File: config.mk
export PLATFORM = sky130hd
export DESIGN_NAME = console_uart
export DESIGN_NICKNAME = d
export VERILOG_FILES = /design/src/rtl/console_uart.sv
export SDC_FILE = /design/constraint.sdc
export NUM_CORES = 1
export LEC_CHECK = 0
export CORE_MARGIN = 2
export CORE_UTILIZATION = 50
export DETAILED_ROUTE_END_ITERATION = 6
export PLACE_DENSITY = 0.83
export SETUP_SLACK_MARGIN = 0.05
export SLEW_MARGIN = 20
export SYNTH_ARGS = -nofsm -noshare
export SYNTH_HDL_FRONTEND = slang
export SYNTH_SLANG_ARGS = --single-unit
export TNS_END_PERCENT = 50
File: constraint.sdc
create_clock -name clk -period 3.3 [get_ports clk]
set_input_delay 0.825 -clock clk [delete_from_list [all_inputs] [get_ports clk]]
set_output_delay 0.825 -clock clk [all_outputs]
set_load 0.05 [all_outputs]
File: src/rtl/console_uart.sv
// 8N1 serial UART core for the PDP-8 console controller: one byte-wide
// transmitter and one oversampling receiver, each with a four-phase req/ack port.
module console_uart #(
  parameter int RX_OVERSAMPLE = 16
) (
  input  logic       clk,
  input  logic       reset,
  input  logic       tx_clk,
  input  logic       tx_req,
  input  logic [7:0] tx_data,
  output logic       tx_ack,
  output logic       tx_empty,
  input  logic       rx_clk,
  input  logic       rx_req,
  output logic       rx_ack,
  output logic [7:0] rx_data,
  output logic       rx_empty,
  input  logic       rx_in,
  output logic       tx_out
);

  localparam int CW = $clog2(RX_OVERSAMPLE);
  localparam logic [CW-1:0] LAST      = CW'(RX_OVERSAMPLE - 1);
  localparam logic [CW-1:0] HALF_LAST = CW'(RX_OVERSAMPLE / 2 - 1);

  // Handshakes are four-phase: ack rises one edge after req is seen with the
  // port ready, stays high while req is high, and falls one edge after req
  // drops; a new transfer can only start once both req and ack are low.

  typedef enum logic [1:0] {TX_IDLE, TX_WAIT, TX_SHIFT} tx_state_t;
  typedef enum logic [2:0] {RX_IDLE, RX_START, RX_DATA, RX_STOP, RX_WAIT_HIGH} rx_state_t;

  tx_state_t  tx_state, tx_state_d;
  logic [7:0] tx_buf, tx_buf_d;
  logic [3:0] tx_bit, tx_bit_d;
  logic       tx_out_d, tx_ack_d, tx_empty_d;

  always_ff @(posedge clk or posedge reset) begin
    if (reset) begin
      tx_state <= TX_IDLE;
      tx_buf   <= 8'h00;
      tx_bit   <= 4'd0;
      tx_out   <= 1'b1;
      tx_ack   <= 1'b0;
      tx_empty <= 1'b1;
    end else begin
      tx_state <= tx_state_d;
      tx_buf   <= tx_buf_d;
      tx_bit   <= tx_bit_d;
      tx_out   <= tx_out_d;
      tx_ack   <= tx_ack_d;
      tx_empty <= tx_empty_d;
    end
  end

  always_comb begin
    tx_state_d = tx_state;
    tx_buf_d   = tx_buf;
    tx_bit_d   = tx_bit;
    tx_out_d   = tx_out;
    tx_ack_d   = tx_ack;
    tx_empty_d = tx_empty;
    if (tx_ack && !tx_req) tx_ack_d = 1'b0;
    case (tx_state)
      TX_IDLE: begin
        if (tx_req && !tx_ack) begin
          tx_buf_d   = tx_data;
          tx_ack_d   = 1'b1;
          tx_empty_d = 1'b0;
          tx_state_d = TX_WAIT;
        end
      end
      TX_WAIT: begin
        if (tx_clk) begin
          tx_out_d   = 1'b0;
          tx_bit_d   = 4'd0;
          tx_state_d = TX_SHIFT;
        end
      end
      TX_SHIFT: begin
        // tx_bit 0..7 selects data, 8 drives the stop bit, 9 ends the frame
        if (tx_clk) begin
          if (tx_bit < 4'd8) begin
            tx_out_d = tx_buf[tx_bit[2:0]];
            tx_bit_d = tx_bit + 4'd1;
          end else if (tx_bit == 4'd8) begin
            tx_out_d = 1'b1;
            tx_bit_d = 4'd9;
          end else begin
            tx_out_d   = 1'b1;
            tx_empty_d = 1'b1;
            tx_state_d = TX_IDLE;
          end
        end
      end
      default: tx_state_d = TX_IDLE;
    endcase
  end

  rx_state_t     rx_state, rx_state_d;
  logic [CW-1:0] rx_cnt, rx_cnt_d;
  logic [2:0]    rx_bit, rx_bit_d;
  logic [7:0]    rx_shift, rx_shift_d;
  logic [7:0]    rx_data_d;
  logic          rx_ack_d, rx_empty_d, rx_pend, rx_pend_d;
  logic          rx_meta, rx_s;
  logic          ack_fire, frame_ok;

  always_ff @(posedge clk or posedge reset) begin
    if (reset) begin
      rx_meta  <= 1'b1;
      rx_s     <= 1'b1;
      rx_state <= RX_IDLE;
      rx_cnt   <= '0;
      rx_bit   <= 3'd0;
      rx_shift <= 8'h00;
      rx_data  <= 8'h00;
      rx_ack   <= 1'b0;
      rx_empty <= 1'b1;
      rx_pend  <= 1'b0;
    end else begin
      rx_meta  <= rx_in;
      rx_s     <= rx_meta;
      rx_state <= rx_state_d;
      rx_cnt   <= rx_cnt_d;
      rx_bit   <= rx_bit_d;
      rx_shift <= rx_shift_d;
      rx_data  <= rx_data_d;
      rx_ack   <= rx_ack_d;
      rx_empty <= rx_empty_d;
      rx_pend  <= rx_pend_d;
    end
  end

  always_comb begin
    rx_state_d = rx_state;
    rx_cnt_d   = rx_cnt;
    rx_bit_d   = rx_bit;
    rx_shift_d = rx_shift;
    rx_data_d  = rx_data;
    rx_ack_d   = rx_ack;
    rx_empty_d = rx_empty;
    rx_pend_d  = rx_pend;
    frame_ok   = 1'b0;
    ack_fire   = rx_req && !rx_empty && !rx_ack;
    if (rx_ack && !rx_req) rx_ack_d = 1'b0;
    if (ack_fire) begin
      rx_ack_d   = 1'b1;
      rx_empty_d = 1'b1;
    end
    case (rx_state)
      RX_IDLE: begin
        if (rx_clk && !rx_s) begin
          rx_cnt_d   = '0;
          rx_state_d = RX_START;
        end
      end
      RX_START: begin
        if (rx_clk) begin
          if (rx_cnt == HALF_LAST) begin
            rx_cnt_d   = '0;
            rx_bit_d   = 3'd0;
            rx_state_d = rx_s ? RX_IDLE : RX_DATA;
          end else begin
            rx_cnt_d = rx_cnt + 1'b1;
          end
        end
      end
      RX_DATA: begin
        if (rx_clk) begin
          if (rx_cnt == LAST) begin
            rx_cnt_d   = '0;
            rx_shift_d = {rx_s, rx_shift[7:1]};
            rx_bit_d   = rx_bit + 3'd1;
            if (rx_bit == 3'd7) rx_state_d = RX_STOP;
          end else begin
            rx_cnt_d = rx_cnt + 1'b1;
          end
        end
      end
      RX_STOP: begin
        if (rx_clk) begin
          if (rx_cnt == LAST) begin
            rx_cnt_d = '0;
            if (rx_s) begin
              frame_ok   = 1'b1;
              rx_state_d = RX_IDLE;
            end else begin
              rx_state_d = RX_WAIT_HIGH;
            end
          end else begin
            rx_cnt_d = rx_cnt + 1'b1;
          end
        end
      end
      RX_WAIT_HIGH: begin
        if (rx_clk && rx_s) rx_state_d = RX_IDLE;
      end
      default: rx_state_d = RX_IDLE;
    endcase
    // A completed frame yields to a same-edge ack and loads one edge later;
    // rx_shift is untouched until the next frame's data bits, so it holds the byte.
    if (frame_ok || rx_pend) begin
      if (ack_fire) begin
        rx_pend_d = 1'b1;
      end else begin
        rx_data_d  = rx_shift;
        rx_empty_d = 1'b0;
        rx_pend_d  = 1'b0;
      end
    end
  end

endmodule

Yosys cells after proc, flatten, opt, wreduce, memory -nomap -nowiden
Cells that the tools add are included.
W data, S select, Z words.
{ "word_totals": {"reg_bits": 48, "wordCells": 138} }
{ "classes": {"addsub": 3, "n_lt_le_gt_ge": 2, "n_eq_ne": 26, "muxes": 58, "bitwise_logic": 1, "n_reduce_logical": 32} }
{ "ops": {"columns": ["operator", "count"], "rows": [
  ["$mux W3", 14],
  ["$mux W4", 9],
  ["$ne A2 B2 Y1 const B", 14],
  ["$mux W1", 21],
  ["$pmux W3 S5", 1],
  ["$reduce_and A5 Y1", 3],
  ["$mux W2", 6],
  ["$pmux W4 S3", 1],
  ["$reduce_and A9 Y1", 1],
  ["$add A4 B1 Y4 const B", 2],
  ["$eq A4 B4 Y1 const B", 2],
  ["$pmux W4 S2", 1],
  ["$reduce_and A4 Y1", 2],
  ["$reduce_bool A2 Y1", 4],
  ["$logic_and A1 B1 Y1", 7],
  ["$eq A3 B2 Y1 const B", 2],
  ["$eq A3 B3 Y1 const B", 2],
  ["$logic_not A1 Y1", 6],
  ["$pmux W2 S3", 1],
  ["$pmux W3 S2", 1],
  ["$reduce_and A3 Y1", 2],
  ["$eq A4 B3 Y1 const B", 1],
  ["$lt A3 B4 Y1 const B", 1],
  ["$lt A4 B4 Y1 const B", 1],
  ["15 further kinds", 17]
]} }

Logic depth before layout (Yosys ltp)
{ "logic_depth": {"depth_word": 6, "ltp_mapped": 7, "ltp_nobuf": 6} }

Worst setup path after synthesis
OpenSTA, ideal clock, no wires.
{ "synth_timing": {"path_kind": "input to register", "start": "input rx_clk", "end": "register rx_data[0]", "arrival_ns": 1.853, "path_slack_ns": 1.322, "stages": 4, "n_path_buf": 0, "path_cell_list": "nand4b_4 o31a_1 nor2_4 mux2_2"} }
{ "synth_via": {"elab_chain_cells": 4} }
{ "synth_lines": {"columns": ["element", "line", "source"], "rows": [
  ["from (decl)", "13", "input logic rx_clk,"],
  ["$mux W1", "182", "if (rx_clk) begin"],
  ["$mux W1", "151", "case (rx_state)"],
  ["$logic_or A1 B1 Y1", "203", "if (frame_ok || rx_pend) begin"],
  ["$reduce_and A2 Y1 (no source line)", null, null],
  ["to (signal assigned)", "128", "rx_data <= rx_data_d;"],
  ["to (decl)", "16", "output logic [7:0] rx_data,"]
]} }
No other way between the ends.
A chain may end at the register's enable or synchronous reset.

Worst setup path in the final report
{ "layout_timing": {"start": "register tx_out", "end": "output tx_out"} }
{ "layout_rtl": {"columns": ["element", "line", "source"], "rows": [
  ["from (decl)", "19", "output logic tx_out"],
  ["from (signal assigned)", "50", "tx_out <= tx_out_d;"]
]} }
No word-level cell between the ends.

==> impl_metrics.ini <==
[status]
outcome = completed

[floorplanning]
die_h_um = 70.9
io_pins = 28
dieArea_um2 = 5030
fp.dieW_um = 70.9
start_util = 0.517
num_rows = 24
core_area_um2 = 4320

[timing]
period_share = 0.750
period_needed_ns = 2.48
maxSlewHeadroom = 0.551
worst_pin_slew_ns = 0.669
fmax_ghz = 0.404
fin_setup_tns_ns = 0
drv_slew = 0
whs_ns = 0.360
setup_viol = 0
rsz0062_at_grt = false
fin_worst_skew_ns = 0.00684
finalHoldViolations = 0

[worst_setup_path]
criticalPathCategory = flip-flop to output pin
cp_top_family = buffers and inverters
crit_buf_inv = 1
crit_chain = clkdlybuf4s50_1
required_ns = 2.47
slowest_stage = clkdlybuf4s50_1
worst_ep_arrival_time_ns = 1.65
crit_path_max_fanout = 3
max_stage_delay_ns = 0.81
crit_path_end_kind = output pin
startpoint_type = flip-flop

[synthesis]
synth_edf_count = 0
syn_area_per_cell_um2 = 11.7
syn_area_um2 = 2240
synth_area_leaders = dfrtp_1, mux2_2, dfstp_2
synth_compound_area_frac = 0.117
synth_largest_area_cell = dfrtp_1
synth_mux_area_frac = 0.153
yosysUniqueCellTypes = 45
ys_seq_area_frac = 0.540
synth_top_family_by_area = multiplexers
syn-num-nets = 211
async_flop_share = 1.00
ys_ff_latch = 48
synth_top_area_frac = 0.481
synth_fa_ha_area_frac = 0.0280
yosys_warnings = 0
synth_flop_cell = dfrtp_1
synth_xor_area_frac = 0.00391
synth_cells = 191
synth-simple-area-share = 0.125

[power_and_ir_drop]
swShare = 0.346
pwr-share-clk = 0.206
powerDensity_nw_per_um2 = 621
p_int_mw = 1.07
seq_power_share = 0.509
ir_worst_vdd_v = 0.000404
p_leak_nw = 1.17
power_frac_comb = 0.285
p_sw_uw = 567

[clocking]
post-cts-setup-buffer-count = 0
path_clk_slew_ns = 0.08
cts_tree = done
cts_root_buffer = clkbuf_8
cts-buffers-inserted = 5
clock_latency_ns = 0.30
clock_path_buffers = 2
cts.htree.levels = 2
cts_sinks = 48
cts_resized = 0
hold_buffers = 0

[min_path]
min_path_type = flip-flop to flip-flop

[layout]
num_antenna_cells = 0
final_util = 0.611
drive_gt1_frac = 0.213
final_nets = 240
fin_cells = 273
area_delta_synth_final_pct = 18.0
final_common_cell = dfrtp_1
final_cell_mix = dfrtp_1, clkdlybuf4s50_1, mux2_2, nand2_1, nor2_1

[run]
max-cap-violations = 0

[global_routing]
grt_max_degree = 29
antenna_found_initial = 0
gr-total-overflow = 0
grt_pass1_vias = 1555
grtUsageTotal = 0.169
grt_first_pass_wirelength_mm = 6.89

[place]
port_buffers = 27
post-place-cells = 265
dpl.hpwl_mm = 2.76
gp_congestion = 0.811

[drt]
postRouteAntennaNets = 0
drcViolationCount = 0
vias_per_cell = 5.71
vias = 1560
drtIter0Drc = 82
drt-pass1-iter-count = 4
routed_wl_mm = 3.81
wire_per_inst_um = 14.0
Yosys cell counts, types with 2 or more instances:
master	number
a311oi_1	2
nand2_1	16
o21ai_0	9
clkbuf_1	2
mux2i_1	5
mux2_2	24
dfstp_2	5
o221a_2	2
a221oi_1	2
a41oi_1	2
dfrtp_1	43
nor2_1	11
a21o_1	2
nand2b_1	4
inv_1	11
nor3_1	3
a21oi_1	6
ha_1	5
nand3_1	5
buf_2	5
nor2b_1	2
nand3b_1	2
cell families after synthesis:
family | after synthesis
and+or+nand+nor | 52
adders and majority gates | 5
DFF | 48
xor gates and xnor gates | 1
buffers and inverters | 18
muxes | 30
AOI/OAI and AO/OA | 37
per-stage QoR:
step           instance area [um^2]  total power [mW]  setup slack, ns
5_1_grt                        2640              1.76            0.772
3_3_place_gp                   2550              1.30            0.633
6_report                       2640              1.64            0.825
4_1_cts                        2640              1.65            0.812
2_1_floorplan                  2240              1.19             1.32
3_5_place_dp                   2550              1.31            0.597
power groups by stage:
| stage | clock [mW] | combinational, mW | sequential (mW) |
|---|---|---|---|
| after floorplan | 0 | 0.349 | 0.840 |
| after global placement | 0 | 0.458 | 0.839 |
| after detailed placement | 0 | 0.472 | 0.842 |
| after CTS | 0.351 | 0.472 | 0.832 |
| after global routing | 0.377 | 0.526 | 0.855 |
| final | 0.338 | 0.468 | 0.834 |
worst paths after layout:
check / start / end / slack (ns) / depth (start not counted)
setup / recovery: tx_out / tx_out / 0.82 / 1
hold / removal: rx_meta / rx_s / 0.36 / 0
setup reg to reg: rx_cnt[0] / rx_data[0] / 1.33 / 5
hold reg to reg: rx_meta / rx_s / 0.36 / 0
max in group asynchronous: reset / rx_s / 1.71 / 3
min in group asynchronous: reset / tx_buf[7] / 0.89 / 2
final cells by class:
| class | instances | area (um^2) |
|---|---|---|
| fillers | 345 | 1680 |
| flip-flops and latches | 48 | 1210 |
| multi-input cells | 125 | 956 |
| repair buffers | 29 | 285 |
| clock buffers | 6 | 72.6 |
| well taps | 52 | 65.1 |
| inverters | 11 | 41.3 |
| clock inverters | 2 | 12.5 |
layer usage:
| layer | vias to the layer above | share of wire | track usage |
|---|---|---|---|
| li1 | 743 | - | - |
| met1 | 774 | 0.49 | 0.240 |
| met2 | 35 | 0.46 | 0.258 |
| met3 | 8 | 0.039 | 0.0370 |
| met4 | 0 | 0.016 | 0.0629 |
| met5 | - | 0 | 0 |
sequential cells by signal, summed over array words and instances, names as in the netlist, 2 cells and up:
name and cells:
rx_data 8, rx_shift 8, tx_buf 8, rx_cnt 4, tx_bit 4, rx_bit 3, rx_state 3, tx_state 2
Note: power is estimated with default switching activity, not from simulation.
